**src/rtl/pll_cfg_supervisor.sv**
```systemverilog
// iCE40 PLL supervisor: reset sequencing, filtered lock with timeout/retry, serial config shift (optional PLL_AUTO_RELOCK_EN).
// Lock sync adds 2 cycles; cfg requests are accepted only in LOCKED/FAIL (cfg_ready), never queued.
module pll_cfg_supervisor #(
  parameter int CFG_W        = 26,
  parameter int SCLK_DIV     = 4,
  parameter int RST_CYCLES   = 16,
  parameter int LOCK_FILT    = 8,
  parameter int LOCK_TIMEOUT = 4096,
  parameter int MAX_RETRY    = 3
) (
  input  logic                             clk,
  input  logic                             reset,
  input  logic [CFG_W-1:0]                 cfg_data,
  input  logic                             cfg_valid,
  output logic                             cfg_ready,
  output logic [CFG_W-1:0]                 cfg_readback,
  output logic                             pll_resetb,
  output logic                             pll_bypass,
  output logic                             pll_sclk,
  output logic                             pll_sdi,
  input  logic                             pll_sdo,
  input  logic                             pll_lock,
  output logic                             locked,
  output logic                             busy,
  output logic                             err,
  output logic [$clog2(MAX_RETRY+1):0]     retry_cnt
);

  localparam int RCW = $clog2(MAX_RETRY+1) + 1;
  localparam int RW  = $clog2(RST_CYCLES+1);
  localparam int TW  = $clog2(LOCK_TIMEOUT+1);
  localparam int FW  = $clog2(LOCK_FILT+1);
  localparam int DW  = $clog2(SCLK_DIV+1);
  localparam int BW  = $clog2(CFG_W+1);

  localparam logic [RW-1:0]  RST_LAST  = RW'(RST_CYCLES-1);
  localparam logic [TW-1:0]  TMO_LAST  = TW'(LOCK_TIMEOUT-1);
  localparam logic [FW-1:0]  FILT_LAST = FW'(LOCK_FILT-1);
  localparam logic [DW-1:0]  DIV_LAST  = DW'(SCLK_DIV-1);
  localparam logic [BW-1:0]  BIT_LAST  = BW'(CFG_W-1);
  localparam logic [RCW-1:0] RETRY_LIM = RCW'(MAX_RETRY);

  typedef enum logic [2:0] {
    RESET_HOLD,
    WAIT_LOCK,
    LOCKED,
    FAIL,
    SHIFT
  } state_t;

  state_t           state;
  logic [RW-1:0]    rst_cnt;
  logic [TW-1:0]    tmo_cnt;
  logic [FW-1:0]    filt_cnt;
  logic [DW-1:0]    div_cnt;
  logic [BW-1:0]    bit_cnt;
  logic [CFG_W-1:0] wr_sh;
  logic [CFG_W-1:0] rd_sh;
  logic             lock_m;
  logic             lock_s;
  logic [RCW-1:0]   retry_inc;
  logic             accept;

  assign retry_inc = retry_cnt + RCW'(1);
  assign accept    = cfg_valid && cfg_ready;

  // LOCK from a PLL held in reset is meaningless, so the synchroniser restarts with each attempt.
  always_ff @(posedge clk) begin
    if (reset || !pll_resetb) begin
      lock_m <= 1'b0;
      lock_s <= 1'b0;
    end else begin
      lock_m <= pll_lock;
      lock_s <= lock_m;
    end
  end

  always_ff @(posedge clk) begin
    if (reset) begin
      state        <= RESET_HOLD;
      rst_cnt      <= '0;
      tmo_cnt      <= '0;
      filt_cnt     <= '0;
      div_cnt      <= '0;
      bit_cnt      <= '0;
      wr_sh        <= '0;
      rd_sh        <= '0;
      pll_resetb   <= 1'b0;
      pll_bypass   <= 1'b1;
      pll_sclk     <= 1'b0;
      pll_sdi      <= 1'b0;
      locked       <= 1'b0;
      busy         <= 1'b1;
      err          <= 1'b0;
      cfg_ready    <= 1'b0;
      cfg_readback <= '0;
      retry_cnt    <= '0;
    end else if (accept) begin
      state      <= SHIFT;
      wr_sh      <= {cfg_data[CFG_W-2:0], 1'b0};
      pll_sdi    <= cfg_data[CFG_W-1];
      rd_sh      <= '0;
      div_cnt    <= '0;
      bit_cnt    <= '0;
      pll_sclk   <= 1'b0;
      pll_resetb <= 1'b0;
      pll_bypass <= 1'b1;
      locked     <= 1'b0;
      err        <= 1'b0;
      retry_cnt  <= '0;
      cfg_ready  <= 1'b0;
      busy       <= 1'b1;
    end else begin
      case (state)
        RESET_HOLD: begin
          if (rst_cnt == RST_LAST) begin
            rst_cnt    <= '0;
            pll_resetb <= 1'b1;
            pll_bypass <= 1'b0;
            state      <= WAIT_LOCK;
          end else begin
            rst_cnt <= rst_cnt + RW'(1);
          end
        end

        WAIT_LOCK: begin
          // Lock is tested first so that a filter/timeout tie resolves to LOCKED.
          if (lock_s && filt_cnt == FILT_LAST) begin
            tmo_cnt   <= '0;
            filt_cnt  <= '0;
            locked    <= 1'b1;
            busy      <= 1'b0;
            cfg_ready <= 1'b1;
            retry_cnt <= '0;
            state     <= LOCKED;
          end else if (tmo_cnt == TMO_LAST) begin
            tmo_cnt    <= '0;
            filt_cnt   <= '0;
            pll_resetb <= 1'b0;
            pll_bypass <= 1'b1;
            retry_cnt  <= retry_inc;
            if (retry_inc > RETRY_LIM) begin
              err       <= 1'b1;
              busy      <= 1'b0;
              cfg_ready <= 1'b1;
              state     <= FAIL;
            end else begin
              state <= RESET_HOLD;
            end
          end else begin
            tmo_cnt  <= tmo_cnt + TW'(1);
            filt_cnt <= lock_s ? filt_cnt + FW'(1) : '0;
          end
        end

        LOCKED: begin
          if (!lock_s) begin
            locked     <= 1'b0;
            pll_resetb <= 1'b0;
            pll_bypass <= 1'b1;
`ifdef PLL_AUTO_RELOCK_EN
            retry_cnt  <= '0;
            cfg_ready  <= 1'b0;
            busy       <= 1'b1;
            state      <= RESET_HOLD;
`else
            err        <= 1'b1;
            state      <= FAIL;
`endif
          end
        end

        FAIL: begin
          locked     <= 1'b0;
          pll_resetb <= 1'b0;
          pll_bypass <= 1'b1;
        end

        SHIFT: begin
          if (div_cnt != DIV_LAST) begin
            div_cnt <= div_cnt + DW'(1);
          end else begin
            div_cnt <= '0;
            if (!pll_sclk) begin
              pll_sclk <= 1'b1;
              rd_sh    <= {rd_sh[CFG_W-2:0], pll_sdo};
            end else begin
              pll_sclk <= 1'b0;
              if (bit_cnt == BIT_LAST) begin
                bit_cnt      <= '0;
                pll_sdi      <= 1'b0;
                cfg_readback <= rd_sh;
                state        <= RESET_HOLD;
              end else begin
                bit_cnt <= bit_cnt + BW'(1);
                pll_sdi <= wr_sh[CFG_W-1];
                wr_sh   <= {wr_sh[CFG_W-2:0], 1'b0};
              end
            end
          end
        end

        default: begin
          state      <= RESET_HOLD;
          pll_resetb <= 1'b0;
          pll_bypass <= 1'b1;
          busy       <= 1'b1;
        end
      endcase
    end
  end

endmodule

```
**config.mk**
```make
export PLATFORM = sky130hd
export DESIGN_NAME = pll_cfg_supervisor
export DESIGN_NICKNAME = d
export VERILOG_FILES = /design/src/rtl/pll_cfg_supervisor.sv
export SDC_FILE = /design/constraint.sdc
export NUM_CORES = 1
export LEC_CHECK = 0
export CAP_MARGIN = 40
export CORE_ASPECT_RATIO = 0.9
export CORE_MARGIN = 2
export CORE_UTILIZATION = 25
export CTS_CLUSTER_DIAMETER = 40
export CTS_CLUSTER_SIZE = 8
export DETAILED_ROUTE_END_ITERATION = 7
export GPL_ROUTABILITY_DRIVEN = 1
export GPL_TIMING_DRIVEN = 0
export HOLD_SLACK_MARGIN = 0.02
export PLACE_DENSITY = 0.46
export SYNTH_ARGS = -nofsm -noshare
export SYNTH_HDL_FRONTEND = slang
export SYNTH_SLANG_ARGS = --single-unit
```
**constraint.sdc**
```tcl
create_clock -name clk -period 2.4 [get_ports clk]
set_clock_uncertainty 0.2 [all_clocks]
set_input_delay 0.36 -clock clk [delete_from_list [all_inputs] [get_ports clk]]
set_output_delay 0.36 -clock clk [all_outputs]
set_load 0.02 [all_outputs]
```
# ---- Word level (Yosys, flattened, before mapping)
# Index checks and enable logic that the tools add are counted.
dict set report classes {
  reduce_logical 29
  order_cmp 1
  n_addsub 6
  n_eq_ne 29
  bitwise 6
  n_mul 0
  n_mux 52
  div 0
  shift 0
}
# cell n
set ops {}
lappend ops {{26-bit two-way mux} 5}
lappend ops {{3-bit two-way mux} 11}
lappend ops {{13-bit two-way mux} 2}
lappend ops {{2-bit inequality test (second input constant)} 12}
lappend ops {{1-bit two-way mux} 22}
lappend ops {{3-bit inequality test (second input constant)} 7}
lappend ops {{3-bit AND reduction} 6}
lappend ops {{3-bit one-hot mux with 5 select lines} 1}
lappend ops {{5-bit AND reduction} 3}
lappend ops {{7-bit AND reduction} 2}
lappend ops {{13-bit by 1-bit adder with 13-bit output (second input constant)} 1}
lappend ops {{13-bit by 12-bit equality test with 1-bit output (second input constant)} 1}
lappend ops {{4-bit two-way mux} 3}
lappend ops {{5-bit by 1-bit adder with 5-bit output (second input constant)} 2}
lappend ops {{5-bit two-way mux} 2}
lappend ops {{2-bit nonzero test} 5}
lappend ops {{1-bit one-hot mux with 4 select lines} 2}
lappend ops {{2-bit AND reduction} 4}
lappend ops {{3-bit by 1-bit adder with 3-bit output (second input constant)} 2}
lappend ops {{3-bit by 2-bit equality test with 1-bit output (second input constant)} 2}
lappend ops {{1-bit inverter} 6}
lappend ops {{5-bit by 4-bit equality test with 1-bit output (second input constant)} 1}
lappend ops {{5-bit equality test (second input constant)} 1}
lappend ops {{4-bit by 1-bit adder with 4-bit output (second input constant)} 1}
lappend ops {{17 further kinds} 19}
dict set report word_totals {
  ramBits 0
  memories 0
  latch_bits 0
  mem_bits_ro 0
  output_inout_bits 37
  input_bits 31
  regBits 123
}

# ---- Depth between registers and ports, before layout
# Gate-level depths: netlist (run 1).
dict set report logic_depth {
  depth_word 7
  ltp_mapped 8
  depth_no_buf 6
}

# ---- Worst setup path before layout (run 1)
# OpenSTA, ideal clock, no wires.
dict set report synth_path {
  kind {register -> register}
  startpoint {register tmo_cnt[0]}
  endpoint {register tmo_cnt[4]}
  setup_ns 0.137
  t_arrival_ns 1.723
  synth_period_minus_slack_ns 2.060
  path_slack_ns 0.340
  path_buffers 1
  stages_incl_launch_ff 7
  cell_sequence {dfxtp_1 -> ha_1 -> nand4_1 -> or4_1 -> clkbuf_1 -> a21oi_1 -> nor3_1}
}
dict set report synth_via {
  elab_chain_len 3
  word_cells_on_any_way 4
  cone_classes {1 x add/sub; 1 x eq/ne; 2 x mux}
}
# element line_no
set synth_lines {}
lappend synth_lines {{start: declaration} 53} ;# logic [TW-1:0] tmo_cnt;
lappend synth_lines {{start signal: assignment} 151} ;# tmo_cnt <= tmo_cnt + TW'(1);
lappend synth_lines {{13-bit by 1-bit adder with 13-bit output or 13-bit by 12-bit equality test with 1-bit output (tied branches)} {151, 136}}
lappend synth_lines {{13-bit two-way mux (*)} 136} ;# end else if (tmo_cnt == TMO_LAST) begin
lappend synth_lines {{13-bit two-way mux (*)} 128} ;# if (lock_s && filt_cnt == FILT_LAST) begin
# Every way passes the cells marked *; elsewhere a longest branch is shown, timed or not.
# A chain may end at the register's enable or synchronous reset.

# ---- Worst setup path after layout (run 1)
dict set report layout_path {
  startpoint {register state[1]}
  endpoint {register rd_sh[20]}
}
dict set report layout_via {
  elab_chain_len 2
}
# element line_no
set layout_lines {}
lappend layout_lines {{start: declaration} 51} ;# state_t state;
lappend layout_lines {{start signal: assignment} 80} ;# state <= RESET_HOLD;
lappend layout_lines {{start signal: assignment} 99} ;# state <= SHIFT;
lappend layout_lines {{start signal: assignment} 120} ;# state <= WAIT_LOCK;
lappend layout_lines {{3-bit equality test} 114} ;# case (state)
lappend layout_lines {{3-bit AND reduction (no source line)} n/a}
lappend layout_lines {{end signal: assignment} 186} ;# rd_sh <= {rd_sh[CFG_W-2:0], pll_sdo};
lappend layout_lines {{end: declaration} 58} ;# logic [CFG_W-1:0] rd_sh;
# No other way between the ends.

==> results of run 1 <==
## final cells by class
type                            instances  area [µm²]  share of cell area, %
Tap cell                              260         325                   4.71
Timing Repair Buffer                   71         698                   10.1
Buffer                                 42         190                   2.75
Multi-Input combinational cell        447        2590                   37.6
Clock inverter                         13         168                   2.43
Sequential cell                       123        2460                   35.7
Clock buffer                           19         453                   6.56
Inverter                                4        15.0                  0.217
## kinds of logic (layout without fill, tap and decap cells)
group,after synthesis,after routing,synth area share [%]
and+or+nand+nor,262,262,23.7
buffers and inverters,48,149,3.91
xor gates and xnor gates,10,10,1.68
AOI/OAI and AO/OA,142,142,16.7
adders and majority gates,8,8,1.92
muxes,25,25,4.80
DFF,123,123,47.3
## through the flow
| stage | setup WS, ps | std cells | util [%] | hold WS (ps) | total power [W] |
|---|---|---|---|---|---|
| finish | 124 | 979 | 33.5 | 253 | 0.00485 |
| global route | 11.3 | 979 | 33.5 | 272 | 0.00500 |
| CTS | 7.80 | 976 | 33.2 | 251 | 0.00490 |
| detailed placement | -414 | 944 | 30.0 | 242 | 0.00223 |
| global placement | -453 | 944 | 30.0 | 234 | 0.00223 |
| floorplan | 340 | 618 | - | 223 | 0.00215 |
## layout by cell type, fill, tap and decap left out, types with 17 or more instances in the layout
cell | synthesis | final
a21oi_1 | 74 | 73
nand2_1 | 138 | 138
clkbuf_16 | 0 | 17
nor2_1 | 40 | 39
dfxtp_1 | 123 | 122
clkdlybuf4s50_1 | 0 | 66
a211oi_1 | 27 | 27
clkbuf_1 | 37 | 30
mux2i_1 | 25 | 25
nand3_1 | 17 | 17
## power by group through the flow
| stage | Combinational, W | Sequential, W | Clock (W) |
|---|---|---|---|
| floorplan | 0.0000489 | 0.00210 | 0 |
| global placement | 0.000127 | 0.00210 | 0 |
| CTS | 0.000129 | 0.00206 | 0.00271 |
| detailed placement | 0.000129 | 0.00210 | 0 |
| finish | 0.000128 | 0.00206 | 0.00266 |
| global route | 0.000140 | 0.00206 | 0.00280 |
## worst min-delay path, cell delays in order (launching register included)
cell     delay [ps]
dfxtp_1         320
nand2_1          60
a21oi_1          30
## repair_timing
action	in CTS	in global routing
gates cloned	0	0
pin swaps	0	3
endpoints found under the setup margin	34	60
resized for setup	6	16
buffers inserted	0	5
## state kept, by name, summed over array words and instances, names as in the netlist, 3 cells and up
signal,flops
bit_cnt,5
cfg_readback,26
div_cnt,3
filt_cnt,4
rd_sh,26
retry_cnt,3
rst_cnt,5
state,3
tmo_cnt,13
wr_sh,25
## worst min-delay path by stage
stage	start	to	depth (start not counted)	slack (ps)
floorplan	div_cnt[2]$_SDFFE_PP0P_	div_cnt[2]$_SDFFE_PP0P_	2	220
global placement	div_cnt[2]$_SDFFE_PP0P_	div_cnt[2]$_SDFFE_PP0P_	2	230
detailed placement	div_cnt[2]$_SDFFE_PP0P_	div_cnt[2]$_SDFFE_PP0P_	2	240
CTS	div_cnt[2]$_SDFFE_PP0P_	div_cnt[2]$_SDFFE_PP0P_	2	250
global route	cfg_readback[19]$_SDFFE_PP0P_	cfg_readback[19]$_SDFFE_PP0P_	2	270
finish	div_cnt[2]$_SDFFE_PP0P_	div_cnt[2]$_SDFFE_PP0P_	2	250
## routing by layer
layer / part of all wire [%] / routed length, µm / vias to the layer above
met5: 0 / 0 / -
met1: 49 / 6670 / 2296
met2: 46 / 6390 / 97
met3: 3.5 / 484 / 13
li1: - / - / 2368
met4: 1.5 / 208 / 0
## synthesized netlist by cell type, drive strengths merged, types with 2 or more instances
library cell / count
nand2: 138
dfxtp: 123
a21oi: 74
nor2: 40
clkbuf: 37
a211oi: 27
mux2i: 25
nand3: 17
o21ai: 12
nand4: 10
nor3: 10
ha: 8
buf: 7
nor4: 7
xnor2: 7
a31oi: 6
or4: 6
nand2b: 5
o31ai: 5
or3: 5
inv: 4
nand4b: 4
and3b: 3
nand3b: 3
xor2: 3
a21o: 2
a311oi: 2
a41oi: 2
and2: 2
and4b: 2
nor2b: 2
nor3b: 2
nor4b: 2
o221ai: 2
or3b: 2
==> metrics, run 1 <==
status completed; first-iteration detailed-routing DRC count 302; Hold Fails Final Rpt 0; final wirelength ~14 mm; CTS Root Cell clkbuf_16; Worst-path clk slew 60 ps; dpl hpwl 9.96 mm; minimum clock period after layout 2280 ps; Total GRT Usage roughly 13%; Synth Register Bits roughly 120; ys flop type dfxtp_1; Final Net Count between 700 and 800; # IOs ~70; CP top delay family simple AND/OR/NAND/NOR gates; Synth Instances 618; Hold/Removal Path Class flip-flop to flip-flop; Port Buf Inserts 66; pin count of the biggest net entering global routing 17; vias in the first global route approximately 4600; Crit Path Max Fanout 10; Fin Setup TNS 0 ps; crit path to rd_sh[20]$_SDFFE_PP0P_; R2R Path Start state[1]$_SDFFE_PP0P_; cell taking the most area after synthesis dfxtp_1; Die Y 141 µm; ANT cells 0; Placeable Area between 0.02 and 0.025 mm²; final RePlAce weighted congestion 0.780; Row Count 50; Worst Setup End Kind flip-flop; DR vias roughly 4800; Most Used Layer, Global Route met2; cts bufs inserted 17; DRT Pass-1 Iters 5; clock latency on the worst-skew pair 420 ps; CP cell instances or3b_1 -> buf_2 -> or3_1 -> clkbuf_2 -> nand2_1 -> a21oi_1; Critical Path Source Type flip-flop; CP max stage delay 510 ps; clk sinks 123; critical path class flip-flop to flip-flop; Post-CTS Hold Fix Bufs 0; async set or reset register ratio after synthesis 0%; Yosys warnings 0; path depth of the worst reg2reg path 6; design area 0.00691 mm²; die extent in x 156 µm; internal power between 0.003 and 0.004 W; Comb power frac 2.6%; first-pass GRT wire length 22.5 mm; Leak roughly 2.2 nW; Final ANT Viol Nets 0; Switching Share 21.5%; H-tree levels 4; stages on the worst setup path 6; Worst EP arrival roughly 2400 ps; FILL cells 2154; post-synth top area share 47.3%; Sw Pwr between 0.001 and 0.0015 W; DR vias/cell 4.88; Initial Utilization 25.2%; Slew Viols, Final 0; Crit-path slowest cell or3_1; final setup fails 0; Critical Path Start state[1]$_SDFFE_PP0P_; post-synthesis sequential area ratio 47.3%; f_max 439 MHz; R2R setup slack 120 ps; Worst-Margin Slew 677 ps; Area Growth Syn to Fin 32.6%; Flop pwr share between 40% and 50%; Synth area leaders dfxtp_1 47%, nand2_1 9.9%, a21oi_1 7.1%, mux2i_1 4.8%, a211oi_1 3.9%; met3 GRT Util about 3.0%; syn_area_per_cell 8.43 µm²; Max Buffers Root-to-Sink 2; Buf/Inv on CP 2; number of flops mapped to enable cells by yosys 0; met2 Track Usage GR 20.8%; worst vdd ir 0.388 mV; total global routing overflow 0; post-DR wirelength/cell 14.1 µm; met1 Track Usage GR between 15 and 20%; Final Cycle Share between 90% and 100%; data required time at the worst endpoint between 2000 and 2500 ps; RSZ-0062 raised after global routing false; Placed Area 0.00620 mm²; Post-Syn Area 0.00521 mm²; syn nets 657; max cap viols 0; Die ar. 0.0220 mm²; Unique masters post-synth 52; layout cells sized above 1 around 8.5%; initial antenna violation count 0; PD cells 702 mW/mm²; number of remaining DRC errors 0; Slew HR between 50% and 60%; clock share of power 54.9%; CTS tree built; RR Endpoint rd_sh[20]$_SDFFE_PP0P_
No activity file was read; power rests on OpenSTA's default activity.
==> inputs of run 2 (changes only) <==
- CORE_UTILIZATION: 25 -> 55
- PLACE_DENSITY: 0.46 -> 0.84
==> run 2 against run 1 <==
- cell area is 2.3% lower
- critical path depth grew 1
- sequential share of layout area is 0.85 points higher
- fmax fell by 0.24%
- hold slack worse by 99 ps
- routed wire length down 2.2%
- register-to-register slack is essentially flat
- utilization rose by 40 points
- sequential power about the same
- die area is 53% lower
- global-route usage increased by 14 points
- critical path type unchanged
- critical endpoint is now rd_sh[12]$_SDFFE_PP0P_
- largest power group unchanged
==> metrics, run 2 (synthesis results as in run 1) <==
status completed; die extent in x 107 µm (-32%); CP max stage delay 400 ps (-110 ps); vias in the first global route 4696 (+2.2%); Row Count 33 (-34%); # IOs 68 (unchanged); stages on the worst setup path 7 (+1); layout cells sized above 1 7.93% (-0.56 points); final RePlAce weighted congestion 0.900 (+15%); cts bufs inserted 17 (unchanged); commonest non-fill, non-tap cells in the layout 138 x nand2_1, 122 x dfxtp_1, 73 x a21oi_1; DR vias 4914 (+2.9%); Worst Setup End Kind flip-flop; Hold Path Depth 3 (+1); number of remaining DRC errors 0 (unchanged); design area 0.00675 mm² (-2.3%); commonest non-fill, non-tap cell in the layout nand2_1; Initial Utilization 56.9% (+32 points); DR vias/cell 5.84 (+20%); Max Buffers Root-to-Sink 2 (unchanged); ANT cells 0 (unchanged); clk sinks 123 (unchanged); final setup fails 0 (unchanged); Buf/Inv on CP 3 (+1); Slew Viols, Final 0 (unchanged); Port Buf Inserts 66 (unchanged); dpl hpwl 8.77 mm (-12%); Die Y 96.3 µm (-32%); Post-CTS Hold Fix Bufs 0 (unchanged); final design utilization 73.6% (+40 points); Final Net Count 745 (unchanged); total global routing overflow 0 (unchanged); clock share of power 56.1% (+1.2 points); Worst-path clk slew 60 ps (about the same); DRT Pass-1 Iters 5 (unchanged); CP cell instances or3b_1 -> buf_2 -> or3_1 -> clkbuf_1 -> buf_2 -> nand2_1 -> a21oi_1; CP top delay family simple AND/OR/NAND/NOR gates; final wirelength 13.5 mm (-2.2%); H-tree levels 4 (unchanged); first-iteration detailed-routing DRC count 393 (+30%); minimum clock period after layout 2280 ps (+5.49 ps); Placed Area 0.00602 mm² (-2.8%); Comb power frac 2.5% (about the same); Worst EP arrival 2480 ps (+120 ps); Sw Pwr 0.00104 W (about the same); Largest regs cfg_readback x26, rd_sh x26, wr_sh x25; first-pass GRT wire length 22.1 mm (-1.7%); data required time at the worst endpoint 2590 ps (+110 ps); Area Growth Syn to Fin 29.5%; max cap viols 0 (unchanged); Slew HR 50.2% (-4.7 points); PD cells 738 mW/mm² (+5.2%); pin count of the biggest net entering global routing 17 (unchanged); CTS tree built; worst vdd ir 0.570 mV (+47%); Flop pwr share 41.4% (-1.1 points); Total GRT Usage 27.2% (+14 points); Final Cycle Share 95.1% (+0.23 points); f_max 438 MHz (-0.24%); Die ar. 0.0103 mm² (-53%); Leak 2.24 nW (about the same); Fin Setup TNS 0 ps (unchanged); Hold Fails Final Rpt 0 (unchanged); post-DR wirelength/cell 16.0 µm (+14%); Crit Path Max Fanout 10 (unchanged); Finished Layout Cells 841 (-14%); Placeable Area 0.00917 mm² (-56%); critical path class flip-flop to flip-flop; Critical Path Source Type flip-flop; Final ANT Viol Nets 0 (unchanged); clock latency on the worst-skew pair 530 ps (+110 ps); internal power 0.00394 W (+3.5%); CTS Root Cell clkbuf_8; FILL cells 665 (-69%); Hold/Removal Path Class input pin to flip-flop; Post-Place Cells 806 (-15%); Worst-Margin Slew 746 ps (+69.3 ps); CP dominant cell by count buf_2; Crit-path slowest cell dfxtp_1; Switching Share 20.9% (-0.58 points); path depth of the worst reg2reg path 7 (+1); initial antenna violation count 0 (unchanged)
## run 2: stage by stage
stage	hold slack, ps	total power (W)	setup WS [ps]
floorplan	223	0.00215	340
global placement	231	0.00222	-274
detailed placement	242	0.00223	-323
CTS	142	0.00500	30.1
global route	205	0.00510	-15.9
finish	154	0.00498	119
## run 2: worst min-delay path: stages
cell,delay [ps]
clkbuf_1,190
nand2b_1,190
a21oi_1,110
## run 2: timing repair
action                                 in CTS  in global routing
setup buffers                               2                  2
endpoints found under the hold margin       0                  0
gates resized for setup                     2                 18
pin swaps                                   1                  2
setup endpoints to repair                  21                 46
## run 2: final timing paths
kind / slack (ps) / end / startpoint
max: 120 / rd_sh[12]$_SDFFE_PP0P_ / state[1]$_SDFFE_PP0P_
min: 150 / tmo_cnt[12]$_SDFFE_PP0P_ / reset
max reg2reg: 120 / rd_sh[12]$_SDFFE_PP0P_ / state[1]$_SDFFE_PP0P_
min reg2reg: 260 / cfg_readback[16]$_SDFFE_PP0P_ / cfg_readback[16]$_SDFFE_PP0P_
## run 2: per-layer routing
layer  up-vias  wire [µm]  part of all wire (%)  global-route usage, %
met5         -          0                     0                      0
met4         0        311                   2.3                   11.3
met3        39        764                   5.7                   6.77
met2       184       6570                    49                   46.7
met1      2327       5810                    43                   32.7
li1       2364          -                     -                      -
## run 2: power groups by stage
| stage | Clock (W) | Sequential, W | Combinational, W |
|---|---|---|---|
| after detailed placement | 0 | 0.00210 | 0.000123 |
| after CTS | 0.00281 | 0.00206 | 0.000125 |
| after global placement | 0 | 0.00210 | 0.000120 |
| final | 0.00279 | 0.00206 | 0.000127 |
| after floorplan | 0 | 0.00210 | 0.0000489 |
| after global routing | 0.00290 | 0.00206 | 0.000137 |
## run 2: layout make-up
| cell class | instances | area [µm²] | share of cell area, % |
|---|---|---|---|
| plain buffers | 43 | 191 | 2.84 |
| clock buffers | 19 | 432 | 6.40 |
| clock inverters | 13 | 214 | 3.17 |
| inverters | 4 | 15.0 | 0.223 |
| multi-input cells | 447 | 2590 | 38.4 |
| flip-flops and latches | 123 | 2460 | 36.5 |
| well taps | 122 | 153 | 2.26 |
| repair buffers | 70 | 691 | 10.2 |
==> inputs of run 3 (changes only) <==
- CORE_UTILIZATION: 55 -> 57
- CTS_BUF_LIST: not set -> sky130_fd_sc_hd__clkbuf_4 sky130_fd_sc_hd__clkbuf_8
- PLACE_DENSITY: 0.84 -> 0.86
==> run 3 against run 2 <==
- fmax fell by 0.29%
- hold slack improved by 99 ps
- via count fell by 2.2%
- critical path type unchanged
==> metrics, run 3 (synthesis results as in run 1) <==
Slew HR 52.2% (+2.1 points); Die ar. 0.00992 mm² (-3.4%); commonest non-fill, non-tap cells in the layout 138 x nand2_1, 123 x dfxtp_1, 73 x a21oi_1; commonest non-fill, non-tap cell in the layout nand2_1; CTS tree built; Largest regs cfg_readback x26, rd_sh x26, wr_sh x25; Fin Setup TNS 0 ps (unchanged); number of remaining DRC errors 0 (unchanged); RSZ-0062 raised after global routing true; Row Count 33 (unchanged); Sequential Area 0.00246 mm² (about the same); critical path class flip-flop to flip-flop; Initial Utilization 57.9% (+1.0 points); Crit Path Max Fanout 7 (-3); FILL cells 693 (+4.2%); Final ANT Viol Nets 0 (unchanged); clock latency on the worst-skew pair 440 ps (-90 ps); ANT cells 0 (unchanged); CP dominant cell by count or3_1; Worst-Margin Slew 715 ps (-30.8 ps); Final Cycle Share 95.3% (+0.28 points); layout cells sized above 1 8.07% (+0.14 points); Leak 2.15 nW (-3.9%); f_max 437 MHz (-0.29%); first-pass GRT wire length 20.3 mm (-7.9%); Area Growth Syn to Fin 25.2%; Final Net Count 745 (unchanged); initial antenna violation count 0 (unchanged); DRT Pass-1 Iters 8 (+3); PnR worst setup slack 112 ps (-6.73 ps); # IOs 68 (unchanged); post-DR wirelength/cell 14.9 µm (-7.0%); first-iteration detailed-routing DRC count 340 (-13%); Worst Setup End Kind flip-flop; DR vias/cell 5.72 (-2.2%); data required time at the worst endpoint 2560 ps (-30 ps); Worst-path clk slew 80 ps (+20 ps); Die Y 94.7 µm (-1.7%); total global routing overflow 0 (unchanged); Total GRT Usage 25.6% (-1.5 points); CTS Root Cell clkbuf_8; Post-Place Cells 806 (unchanged); final hold slack 253 ps (+99.2 ps); cts bufs inserted 17 (unchanged); Max Buffers Root-to-Sink 2 (unchanged); H-tree levels 4 (unchanged); Slew Viols, Final 0 (unchanged); vias in the first global route 4453 (-5.2%); final wirelength 12.5 mm (-7.0%); pin count of the biggest net entering global routing 17 (unchanged); Post-CTS Hold Fix Bufs 0 (unchanged); DP Worst Slack -309 ps (+13.8 ps); PD cells 637 mW/mm² (-14%); final setup fails 0 (unchanged); Worst EP arrival 2440 ps (-40 ps); die extent in x 105 µm (-1.7%); final RePlAce weighted congestion 0.914 (+1.5%); clk sinks 123 (unchanged); Hold/Removal Path Class input pin to flip-flop; dpl hpwl 8.45 mm (-3.7%); DR vias 4807 (-2.2%); Placeable Area 0.00900 mm² (-1.8%); status completed; CP max stage delay 480 ps (+80 ps); worst vdd ir 0.386 mV (-32%); Crit-path slowest cell dfxtp_1; minimum clock period after layout 2290 ps (+6.73 ps); Hold Fails Final Rpt 0 (unchanged); Port Buf Inserts 66 (unchanged); max cap viols 0 (unchanged); Finished Layout Cells 841 (unchanged); Multi-input gate area 0.00258 mm² (-0.34%); CP cell instances or3b_1 -> clkbuf_1 -> or3_1 -> or3_1 -> a211oi_1; Critical Path Source Type flip-flop
-- run 3: cell count changes in the layout (fill, tap and decap cells not counted), moves of 2 or more --
cell	before	now
bufinv_16	5	3
clkbuf_8	2	17
inv_6	2	5
clkbuf_16	16	0
clkinvlp_4	2	0
clkbuf_1	32	30
-- run 3: path summary, 6_finish.rpt --
kind / startpoint / to / slack [ps] / depth (start not counted)
max: state[0]$_SDFFE_PP0P_ / tmo_cnt[9]$_SDFFE_PP0P_ / 110 / 5
max reg2reg: state[0]$_SDFFE_PP0P_ / tmo_cnt[9]$_SDFFE_PP0P_ / 110 / 5
min reg2reg: cfg_readback[19]$_SDFFE_PP0P_ / cfg_readback[19]$_SDFFE_PP0P_ / 250 / 2
min: reset / rst_cnt[4]$_SDFFE_PP0P_ / 250 / 3
-- run 3: what timing repair did --
item / CTS / global route
resized for setup: 4 / 12
gates cloned: 0 / 0
setup endpoints to repair: 31 / 51
pin swaps: 0 / 3
buffers inserted: 0 / 5
-- run 3: critical path, delay by kind of cell, from the launching register on --
kind                   cells  cell delay [ps]
and+or+nand+nor            3             1120
DFF                        1              480
AOI/OAI and AO/OA          1              250
buffers and inverters      1              170
-- run 3: area by class of cell --
type | count | area share, %
multi-input combinational | 447 | 39.6
sequential | 123 | 37.8
clock inverter | 14 | 2.84
inverter | 4 | 0.230
tap | 122 | 2.34
buffer | 42 | 2.88
timing repair buffer | 71 | 10.7
clock buffer | 18 | 3.70
-- run 3: power by group --
group / leakage [nW] / internal [W] / total [W] / switching, W
registers: 0.991 / 0.00205 / 0.00206 / 0.00000990
clock network: 0.218 / 0.00107 / 0.00197 / 0.000907
logic: 0.940 / 0.0000612 / 0.000125 / 0.0000637
-- run 3: per-layer routing --
| layer | GRT usage [%] | wire length, µm | up-vias |
|---|---|---|---|
| li1 | - | - | 2370 |
| met1 | 31.5 | 5470 | 2252 |
| met2 | 43.4 | 6070 | 157 |
| met3 | 6.14 | 706 | 28 |
| met4 | 10.7 | 257 | 0 |
| met5 | 0 | 0 | - |
-- run 3: through the flow --
step | utilization, % | power (W) | cell area (µm²)
floorplan | - | 0.00215 | 5210
global placement | 66.9 | 0.00222 | 6020
detailed placement | 66.9 | 0.00223 | 6020
CTS | 71.8 | 0.00417 | 6460
global route | 72.5 | 0.00430 | 6520
finish | 72.5 | 0.00415 | 6520
